===== config.mk =====
export PLATFORM = sky130hd
export DESIGN_NAME = miriscv_lsu
export DESIGN_NICKNAME = d
export VERILOG_FILES = /design/src/rtl/miriscv_lsu.sv
export SDC_FILE = /design/constraint.sdc
export NUM_CORES = 1
export LEC_CHECK = 0
export CAP_MARGIN = 20
export CORE_MARGIN = 5
export CORE_UTILIZATION = 25
export DETAILED_ROUTE_END_ITERATION = 7
export PLACE_DENSITY_LB_ADDON = 0.2
export SLEW_MARGIN = 30
export SYNTH_ARGS = -nofsm -noshare
export SYNTH_HDL_FRONTEND = slang
export SYNTH_SLANG_ARGS = --single-unit

===== constraint.sdc =====
create_clock -name clk_i -period 4.7 [get_ports clk_i]
set_input_delay 1.175 -clock clk_i [delete_from_list [all_inputs] [get_ports clk_i]]
set_output_delay 1.175 -clock clk_i [all_outputs]
set_load 0.01 [all_outputs]

===== src/rtl/miriscv_lsu.sv =====
// Load-store unit: turns decoder memory controls into a req/gnt/rvalid data-memory
// transaction, with byte enables, store-data replication and load-data extension.
module miriscv_lsu (
   input  logic        clk_i,
   input  logic        arstn_i,
   input  logic        lsu_req_i,
   input  logic        lsu_we_i,
   input  logic [2:0]  lsu_size_i,
   input  logic [31:0] lsu_addr_i,
   input  logic [31:0] lsu_data_i,
   output logic [31:0] lsu_data_o,
   output logic        lsu_stall_req_o,
   output logic        lsu_misaligned_o,
   output logic        data_req_o,
   output logic        data_we_o,
   output logic [3:0]  data_be_o,
   output logic [31:0] data_addr_o,
   output logic [31:0] data_wdata_o,
   input  logic        data_gnt_i,
   input  logic        data_rvalid_i,
   input  logic [31:0] data_rdata_i
);
   localparam logic [2:0] LDST_B  = 3'd0;
   localparam logic [2:0] LDST_H  = 3'd1;
   localparam logic [2:0] LDST_W  = 3'd2;
   localparam logic [2:0] LDST_BU = 3'd4;
   localparam logic [2:0] LDST_HU = 3'd5;

   typedef enum logic [1:0] {IDLE, WAIT_GNT, WAIT_RVALID} state_t;

   state_t      state_reg;
   logic        we_reg;
   logic [2:0]  size_reg;
   logic [1:0]  off_reg;
   logic [29:0] addr_reg;
   logic [3:0]  be_reg;
   logic [31:0] wdata_reg;
   logic [31:0] data_reg;

   logic        illegal;
   logic [3:0]  be_next;
   logic [31:0] wdata_next;
   logic        idle;
   logic        issue;
   logic        rvalid_done;
   logic        done;
   logic [7:0]  byte_sel;
   logic [15:0] half_sel;
   logic [31:0] load_fmt;

   always_comb begin
      illegal    = 1'b0;
      be_next    = 4'b0000;
      wdata_next = lsu_data_i;
      case (lsu_size_i)
         LDST_B, LDST_BU: begin
            be_next    = 4'b0001 << lsu_addr_i[1:0];
            wdata_next = {4{lsu_data_i[7:0]}};
         end
         LDST_H, LDST_HU: begin
            illegal    = lsu_addr_i[0];
            be_next    = 4'b0011 << {lsu_addr_i[1], 1'b0};
            wdata_next = {2{lsu_data_i[15:0]}};
         end
         LDST_W: begin
            illegal    = |lsu_addr_i[1:0];
            be_next    = 4'b1111;
         end
         default: illegal = 1'b1;
      endcase
   end

   assign idle        = (state_reg == IDLE);
   assign issue       = idle && lsu_req_i && !illegal;
   assign rvalid_done = (state_reg == WAIT_RVALID) && data_rvalid_i;
   assign done        = (issue && data_gnt_i && lsu_we_i)
                     || ((state_reg == WAIT_GNT) && data_gnt_i && we_reg)
                     || rvalid_done;

   // Status outputs are masked while reset is held, even though inputs may be live.
   assign lsu_stall_req_o  = arstn_i && lsu_req_i && !illegal && !done;
   assign lsu_misaligned_o = arstn_i && idle && lsu_req_i && illegal;
   assign data_req_o       = arstn_i && (issue || (state_reg == WAIT_GNT));

   // First request cycle drives straight from the inputs; afterwards from the capture.
   assign data_we_o    = idle ? lsu_we_i   : we_reg;
   assign data_be_o    = idle ? be_next    : be_reg;
   assign data_addr_o  = idle ? {lsu_addr_i[31:2], 2'b00} : {addr_reg, 2'b00};
   assign data_wdata_o = idle ? wdata_next : wdata_reg;

   assign byte_sel = data_rdata_i[{off_reg, 3'b000} +: 8];
   assign half_sel = data_rdata_i[{off_reg[1], 4'b0000} +: 16];

   always_comb begin
      load_fmt = data_rdata_i;
      case (size_reg)
         LDST_B:  load_fmt = {{24{byte_sel[7]}}, byte_sel};
         LDST_BU: load_fmt = {24'd0, byte_sel};
         LDST_H:  load_fmt = {{16{half_sel[15]}}, half_sel};
         LDST_HU: load_fmt = {16'd0, half_sel};
         default: load_fmt = data_rdata_i;
      endcase
   end

   assign lsu_data_o = rvalid_done ? load_fmt : data_reg;

   always_ff @(posedge clk_i or negedge arstn_i) begin
      if (!arstn_i) begin
         state_reg <= IDLE;
         we_reg    <= 1'b0;
         size_reg  <= 3'd0;
         off_reg   <= 2'd0;
         addr_reg  <= 30'd0;
         be_reg    <= 4'd0;
         wdata_reg <= 32'd0;
         data_reg  <= 32'd0;
      end else begin
         case (state_reg)
            IDLE: begin
               if (issue) begin
                  we_reg    <= lsu_we_i;
                  size_reg  <= lsu_size_i;
                  off_reg   <= lsu_addr_i[1:0];
                  addr_reg  <= lsu_addr_i[31:2];
                  be_reg    <= be_next;
                  wdata_reg <= wdata_next;
                  if (!data_gnt_i)
                     state_reg <= WAIT_GNT;
                  else if (!lsu_we_i)
                     state_reg <= WAIT_RVALID;
               end
            end
            WAIT_GNT: begin
               if (data_gnt_i)
                  state_reg <= we_reg ? IDLE : WAIT_RVALID;
            end
            WAIT_RVALID: begin
               if (data_rvalid_i) begin
                  data_reg  <= load_fmt;
                  state_reg <= IDLE;
               end
            end
            default: state_reg <= IDLE;
         endcase
      end
   end
endmodule


# Word-level counts from Yosys, hierarchy flattened
# Cells that the tools add are included.
[classes] n_eq_ne=13 n_shift=4 n_mux=16 reduce_logical=28
[op_table] op="case mux 32 bit (4 select lines)" n=1
[op_table] op="two-way mux 32 bit" n=3
[op_table] op="case mux 32 bit (2 select lines)" n=1
[op_table] op="variable part select 32 x 6 -> 16 bit" n=1
[op_table] op="variable part select 32 x 6 -> 8 bit" n=1
[op_table] op="logical AND 1 bit" n=14
[op_table] op="== test 3 bit, second input constant" n=4
[op_table] op="two-way mux 2 bit" n=6
[op_table] op="case mux 4 bit (3 select lines)" n=1
[op_table] op="== test 3 x 1 -> 1 bit, second input constant" n=2
[op_table] op="zero test 3 bit" n=2
[op_table] op="case mux 2 bit (3 select lines)" n=1
[op_table] op="OR reduction 2 bit" n=3
[op_table] op="two-way mux 4 bit" n=1
[op_table] op="!= test 2 bit, second input constant" n=2
[op_table] op="AND reduction 2 bit" n=2
[op_table] op="AND reduction 4 bit" n=1
[op_table] op="<< shifter 1 x 2 -> 4 bit, first input constant" n=1
[op_table] op="<< shifter 2 x 2 -> 4 bit, first input constant" n=1
[op_table] op="== test 3 x 2 -> 1 bit, second input constant" n=1
[op_table] op="logical OR 1 bit" n=3
[op_table] op="!= test 3 bit, second input constant" n=1
[op_table] op="case mux 1 bit (3 select lines)" n=1
[op_table] op="== test 2 x 1 -> 1 bit, second input constant" n=1
[op_table] op="5 further kinds" n=6
[word_totals] ff_bits=106 out_inout_bits=104 wordCells=69

# Depth between registers and ports, before layout
# Gate-level depths: netlist of the first run.
[logic_depth] depth_word=11 depth_mapped=7

# Worst setup path before layout of the first run
# OpenSTA, ideal clock, no wires.
[synth_timing] path_type="input to output" from="in lsu_size_i[0]" to="out data_req_o" arrival_time_ns=2.294 t_required_ns=3.525 slack_ns=1.231 path_stages=5 n_path_buf=1 path_cell_list="buf_6 > nor4_4 > o21ai_0 > nor2b_1 > nor3b_1"
[synth_between] elab_chain_cells=7
[synth_rtl] item="start: declaration" line_no="8" text="input logic [2:0] lsu_size_i,"
[synth_rtl] item="== test 3 x 1 -> 1 bit (tied with other cells)" line_no="55" text="case (lsu_size_i)"
[synth_rtl] item="OR reduction 2 bit" line_no="55"
[synth_rtl] item="case mux 1 bit (3 select lines) (*)" line_no="55"
[synth_rtl] item="zero test 1 bit (*)" line_no="74" text="assign issue = idle && lsu_req_i && !illegal;"
[synth_rtl] item="logical AND 1 bit (*)" line_no="74"
[synth_rtl] item="logical OR 1 bit (*)" line_no="83" text="assign data_req_o = arstn_i && (issue || (state_reg == WAIT_GNT));"
[synth_rtl] item="logical AND 1 bit (*)" line_no="83"
[synth_rtl] item="end: declaration" line_no="14" text="output logic data_req_o,"
# Mark *: on every way between the ends. The rest lies on a longest branch, timed or not.

# Worst setup path in the final report of the first run
[layout_timing] from="in data_rvalid_i" to="out lsu_data_o[21]"
[layout_between] elab_chain_cells=2
[layout_rtl] item="start: declaration" line_no="20" text="input logic data_rvalid_i,"
[layout_rtl] item="logical AND 1 bit" line_no="75" text="assign rvalid_done = (state_reg == WAIT_RVALID) && data_rvalid_i;"
[layout_rtl] item="two-way mux 32 bit" line_no="105" text="assign lsu_data_o = rvalid_done ? load_fmt : data_reg;"
[layout_rtl] item="end: declaration" line_no="11" text="output logic [31:0] lsu_data_o,"
# No other way between the ends.

==> out/metrics.cfg, run 1 <==
[sta]
finalSetupViolCount=0
worstMarginPinSlew_ps=900.8
skew_ps=16.01
rsz0062_at_grt=false
min_period_over_period_pct=95.41
fmax_mhz=223.0
slew_headroom_pct=39.95
hold_violations=0
drv_slew=0
min_period_ps=4484
fin_ws_ps=215.6

[placement]
dp.final_hpwl_mm=14.15
place.gp.congestion=0.7933
place_area_um2=8060
io_buffers=206
placement.setup.worst_slack_ps=-38.02

[synth]
synth_xor_area_share_pct=0
synth_cell_types=38
synth_top_area_cell=dfrtp_1
syn_area_per_cell_um2=9.009
yosys-top-cells-area=dfrtp_1 (46%), nand2_1 (13%), mux2_2 (6.9%)
ys_ff_latch=106
synth_mux_area_share_pct=16.08
synthSimpleGateAreaFrac_pct=21.37
synthArstFlopShare_pct=100.0
synth_compound_area_share_pct=11.53
synth_top_family_by_area=simple AND/OR/NAND/NOR gates
synth_cells=635
yosysWarnings=0
yosysTopAreaCellShare_pct=46.37
seq_area_frac_synth_pct=46.37
netlist_area_um2=5720
synth_edf_count=0
ys.flop_type=dfrtp_1
yosys.area_share.adder_pct=0

[setup_path]
end_kind=output pin
reg2reg_from=size_reg[0]$_DFFE_PN0P_
max_stage_delay_ps=570
slowest_stage=clkdlybuf4s50_1
startpoint_type=input port
r2r_end=data_reg[1]$_DFFE_PN0P_
reg2reg_depth=4
r2r_setup_slack_ps=2520
crit_chain=clkdlybuf4s50_1 -> nand3b_1 -> nor2_1 -> buf_4 -> nand4b_2 -> buf_4 -> nand3_1 -> clkdlybuf4s50_1
critPathMaxFanout=16
cp.arrival_ps=3310
criticalPathCategory=input port to output pin
required_ps=3520

[floorplanning]
start_util_pct=25.34
dieArea_um2=26010
die_x_um=161.3
core_um2=22570
rows=55
die_y_um=161.3
io_pins=209

[detailed_routing]
antenna_left=0
drt-initial-drc-count=235
first_pass_iters=4
routed_wl_mm=19.45
drcViolationCount=0
vias=5113
wl_per_cell_um=17.49
vias_per_cell=4.598

[layout]
drive_gt1_share_pct=10.52
postLayoutCoreUtil_pct=37.01
layout.nets=927
syn_to_final_growth_pct=46.02
final_area_um2=8353
antenna_cells=0

[pwr]
p_leak_nw=3.629
power_per_cell_area_nw_per_um2=451.0
irDropWorstVdd_mv=0.1624

[run]
cap_violations=0

[global_route]
antenna_found_initial=0
grt_max_degree=101
overflow=0
grt_pass1_vias=5224
track_usage_pct=15.05
grt_pass1_wl_mm=31.22

[worst_hold_path]
hold_path.class=flip-flop to flip-flop
holdPathStages=2
hold_path_startpoint=wdata_reg[19]$_DFFE_PN0P_
whs_endpoint=wdata_reg[19]$_DFFE_PN0P_

[clock_tree]
htreeDepth=3
clkLatencyLatePin_ps=360
root_buffer=clkbuf_16
cts_buffer_depth=2
cts_tree=built
hold_buffers=0
cts_made_buffers=9
clk_transition_reported_paths_ps=80
cts_sinks=106

[outcome]
run_status=completed

timing repair:
action / CTS / global route
resized for setup: 1 / 0
setup endpoints to repair: 5 / 0
setup buffers: 0 / 0
where the power goes:
part / total [mW] / internal, mW / switching [mW]
registers: 1.39 / 1.22 / 0.172
logic: 1.61 / 0.853 / 0.752
clock network: 0.767 / 0.374 / 0.393
total: 3.77 / 2.45 / 1.32
cells by family (layout without fill, tap and decap cells):
family | Yosys count | after routing
mux | 83 | 83
buf+inv | 52 | 243
simple gates | 281 | 281
flops | 106 | 106
other cells | 1 | 2
compound gates | 112 | 112
layer usage:
layer | up-vias | track usage, % | share of wire (%) | wire length [um]
li1 | 2542 | - | - | -
met4 | 0 | 2.520 | 0.67 | 131
met2 | 149 | 23.22 | 45 | 8683
met1 | 2411 | 20.61 | 47 | 9077
met3 | 11 | 5.563 | 8.0 | 1553
met5 | - | 0 | 0 | 0
worst max path at each step:
stage                  start              to  slack [ps]  depth (start not counted)
2_1_floorplan  lsu_size_i[0]      data_req_o        1230                          5
3_3_place_gp   data_rvalid_i  lsu_data_o[10]         -20                          6
3_5_place_dp   data_rvalid_i  lsu_data_o[10]         -40                          6
4_1_cts        data_rvalid_i  lsu_data_o[22]         200                          8
5_1_grt        lsu_size_i[0]    data_be_o[0]         100                          6
6_report       data_rvalid_i  lsu_data_o[21]         220                          8
cell usage after synthesis (all sizes together), types with 5 or more instances:
cell    number
o21ai       69
dfrtp      106
clkbuf      29
nor2b        5
nand2      197
nor2        20
buf         21
a21oi       16
mux2        44
nand3       33
nand3b      11
a311oi       8
mux2i       39
cells in the final DEF, fill, tap and decap left out, types with 5 or more instances in the layout:
cell and count:
a311oi_1 8, nand3_1 33, nand2_1 197, clkdlybuf4s50_1 205, nand3b_1 11, mux2i_1 39, nor2b_1 5, buf_4 18
mux2_2 35, clkbuf_16 9, dfrtp_1 106, a21oi_1 16, mux2_4 9, nor2_1 18, o21ai_0 69
area by class of cell:
| type | instances | area (um2) |
|---|---|---|
| well taps | 285 | 356.6 |
| inverters | 2 | 7.507 |
| clock inverters | 6 | 55.05 |
| clock buffers | 10 | 229.0 |
| multi-input cells | 478 | 2825 |
| flip-flops and latches | 106 | 2653 |
| repair buffers | 225 | 2227 |
| fillers | 2317 | 14220 |
per-stage QoR:
stage                     power [mW]  cells  TNS [ps]  hold WS, ps
after floorplan                2.162    636         0        449.7
after global placement         3.027   1096    -37.27        462.0
after detailed placement       3.030   1096    -97.59        472.4
after CTS                      3.831   1112         0        492.1
after global routing           4.037   1112         0        511.6
final                          3.767   1112         0        487.1
critical path: cells and delay by family:
kind	cells	cell delay, ps
buffers and inverters	4	1530
and+or+nand+nor	4	590
(Power assumes the default switching activity.)
==> run 2: changes to the inputs <==
--- a/config.mk
+++ b/config.mk
@@ -6,7 +6,6 @@
 export NUM_CORES = 1
 export LEC_CHECK = 0
 export CAP_MARGIN = 20
-export CORE_MARGIN = 5
 export CORE_UTILIZATION = 25
 export DETAILED_ROUTE_END_ITERATION = 7
 export PLACE_DENSITY_LB_ADDON = 0.2
==> out/metrics.cfg, run 2 (same netlist as run 1, synthesis figures left out) <==
[floorplanning]
io_pins=209  ; unchanged
dieArea_um2=23490  ; was 26010 um2
die_x_um=153.3  ; was 161.3 um
rows=54  ; was 55
die_y_um=153.3  ; was 161.3 um
core_um2=22160  ; was 22570 um2
start_util_pct=25.81  ; was 25.34%

[detailed_routing]
routed_wl_mm=18.23  ; was 19.45 mm
first_pass_iters=6  ; was 4
vias_per_cell=4.638  ; was 4.598
drt-initial-drc-count=228  ; was 235
drcViolationCount=0  ; unchanged
antenna_left=0  ; unchanged
wl_per_cell_um=16.48  ; was 17.49 um
vias=5130  ; was 5113

[layout]
syn_to_final_growth_pct=46.52  ; was 46.02%
antenna_cells=0  ; unchanged
layout.nets=926  ; was 927
final_common_cell=clkdlybuf4s50_1  ; unchanged
fin_cells=1106  ; was 1112
multi_input_area_um2=2845  ; was 2825 um2
final.fill_count=2255  ; was 2317
drive_gt1_share_pct=10.53  ; was 10.52%
regArea_um2=2653  ; unchanged
layout_common_cells=clkdlybuf4s50_1 (205), nand2_1 (197), dfrtp_1 (106)  ; unchanged

[global_route]
antenna_found_initial=0  ; unchanged
overflow=0  ; unchanged
grt_pass1_vias=5127  ; was 5224
track_usage_pct=15.87  ; was 15.05%
grt_pass1_wl_mm=29.19  ; was 31.22 mm
grt_max_degree=68  ; was 101

[setup_path]
cp.arrival_ps=3340  ; was 3310 ps
required_ps=3520  ; about the same
slowest_stage=clkdlybuf4s50_1  ; unchanged
worst_path_most_repeated_cell=clkdlybuf4s50_1
startpoint_type=input port  ; unchanged
criticalPathCategory=input port to output pin  ; unchanged
worstPathBufferInverterCount=2  ; was 4
crit_chain=clkdlybuf4s50_1 -> nor4_4 -> o21ai_0 -> nor2b_1 -> nor3b_1 -> clkdlybuf4s50_1  ; was clkdlybuf4s50_1 -> nand3b_1 -> nor2_1 -> buf_4 -> nand4b_2 -> buf_4 -> nand3_1 -> clkdlybuf4s50_1
critPathMaxFanout=5  ; was 16
end_kind=output pin  ; unchanged
max_stage_delay_ps=630  ; was 570 ps
cpLargestDelayFamily=buffers and inverters  ; unchanged

[clock_tree]
cts_made_buffers=9  ; unchanged
root_buffer=clkbuf_16  ; unchanged
cts_sinks=106  ; unchanged
postCtsSetupBuffers=0  ; unchanged
clk_transition_reported_paths_ps=70  ; was 80 ps
cts.repair.resized=1  ; unchanged
htreeDepth=3  ; unchanged
clkLatencyLatePin_ps=360  ; about the same
cts_tree=built  ; unchanged
cts_buffer_depth=2  ; unchanged
hold_buffers=0  ; unchanged

[sta]
finalSetupViolCount=0  ; unchanged
hold_violations=0  ; unchanged
skew_ps=10.70  ; was 16.01 ps
fmax_mhz=221.7  ; was 223.0 MHz
drv_slew=0  ; unchanged
rsz0062_at_grt=false  ; unchanged
min_period_ps=4512  ; was 4484 ps
worstMarginPinSlew_ps=764.4  ; was 900.8 ps
slew_headroom_pct=48.92  ; was 39.95%
min_period_over_period_pct=95.99  ; was 95.41%

[pwr]
power_per_cell_area_nw_per_um2=448.2  ; was 451.0 nW/um2
p_leak_nw=3.634  ; was 3.629 nW
power_mw=3.756  ; was 3.767 mW
irDropWorstVdd_mv=0.1528  ; was 0.1624 mV

[placement]
io_buffers=206  ; unchanged
dp.cells=1090  ; was 1096
place.gp.congestion=0.7590  ; was 0.7933
dp.final_hpwl_mm=12.95  ; was 14.15 mm

[run]
cap_violations=0  ; unchanged

[outcome]
run_status=completed  ; unchanged

[worst_hold_path]
hold_path.class=flip-flop to flip-flop  ; unchanged

==> run 2: layout make-up <==
| class | instances | share of cell area [%] |
|---|---|---|
| multi-input combinational | 478 | 33.95 |
| sequential | 106 | 31.65 |
| inverter | 2 | 0.08957 |
| timing repair buffer | 224 | 26.63 |
| clock inverter | 6 | 0.7762 |
| clock buffer | 10 | 2.732 |
| tap | 280 | 4.180 |
==> run 2: worst paths after layout <==
path / startpoint / to / slack (ps) / depth (start not counted)
max: lsu_size_i[0] / data_req_o / 190 / 6
min: data_reg[3]$_DFFE_PN0P_ / data_reg[3]$_DFFE_PN0P_ / 480 / 2
max reg2reg: state_reg[0]$_DFFE_PN0P_ / addr_reg[2]$_DFFE_PN0P_ / 2590 / 4
min reg2reg: data_reg[3]$_DFFE_PN0P_ / data_reg[3]$_DFFE_PN0P_ / 480 / 2
max in group asynchronous: arstn_i / wdata_reg[15]$_DFFE_PN0P_ / 2970 / 2
min in group asynchronous: arstn_i / state_reg[1]$_DFFE_PN0P_ / 760 / 1
==> run 2: worst reg2reg max path, delay by kind of cell, from the launching register on <==
| family | cells | cell delay [ps] |
|---|---|---|
| and+or+nand+nor | 1 | 630 |
| DFF | 1 | 490 |
| muxes | 1 | 390 |
| buffers and inverters | 1 | 350 |
| AOI/OAI and AO/OA | 1 | 140 |
==> run 2: report_power, final <==
| group | total, mW | switching, mW | internal [mW] |
|---|---|---|---|
| Clock | 0.783 | 0.367 | 0.416 |
| Sequential | 1.37 | 0.142 | 1.22 |
| Combinational | 1.61 | 0.754 | 0.854 |
==> run 2: per-layer routing <==
layer / GRT usage [%] / vias to the layer above / wire (um)
met1: 20.83 / 2430 / 8442
met2: 25.81 / 151 / 8441
met4: 3.271 / 0 / 180
met5: 0 / - / 0
li1: - / 2536 / -
met3: 4.593 / 13 / 1160
==> run 2: metrics by stage <==
stage          area [um2]  hold WS (ps)  TNS (ps)  worst slack [ps]  utilization [%]
3_3_place_gp         8061         460.6    -154.3            -39.06            36.38
3_5_place_dp         8061         464.1         0             13.79            36.38
2_1_floorplan        5724         449.7         0              1231                -
6_report             8382         480.7         0             188.5            37.82
5_1_grt              8382         510.0         0             6.376            37.82
4_1_cts              8364         483.2         0             66.81            37.74
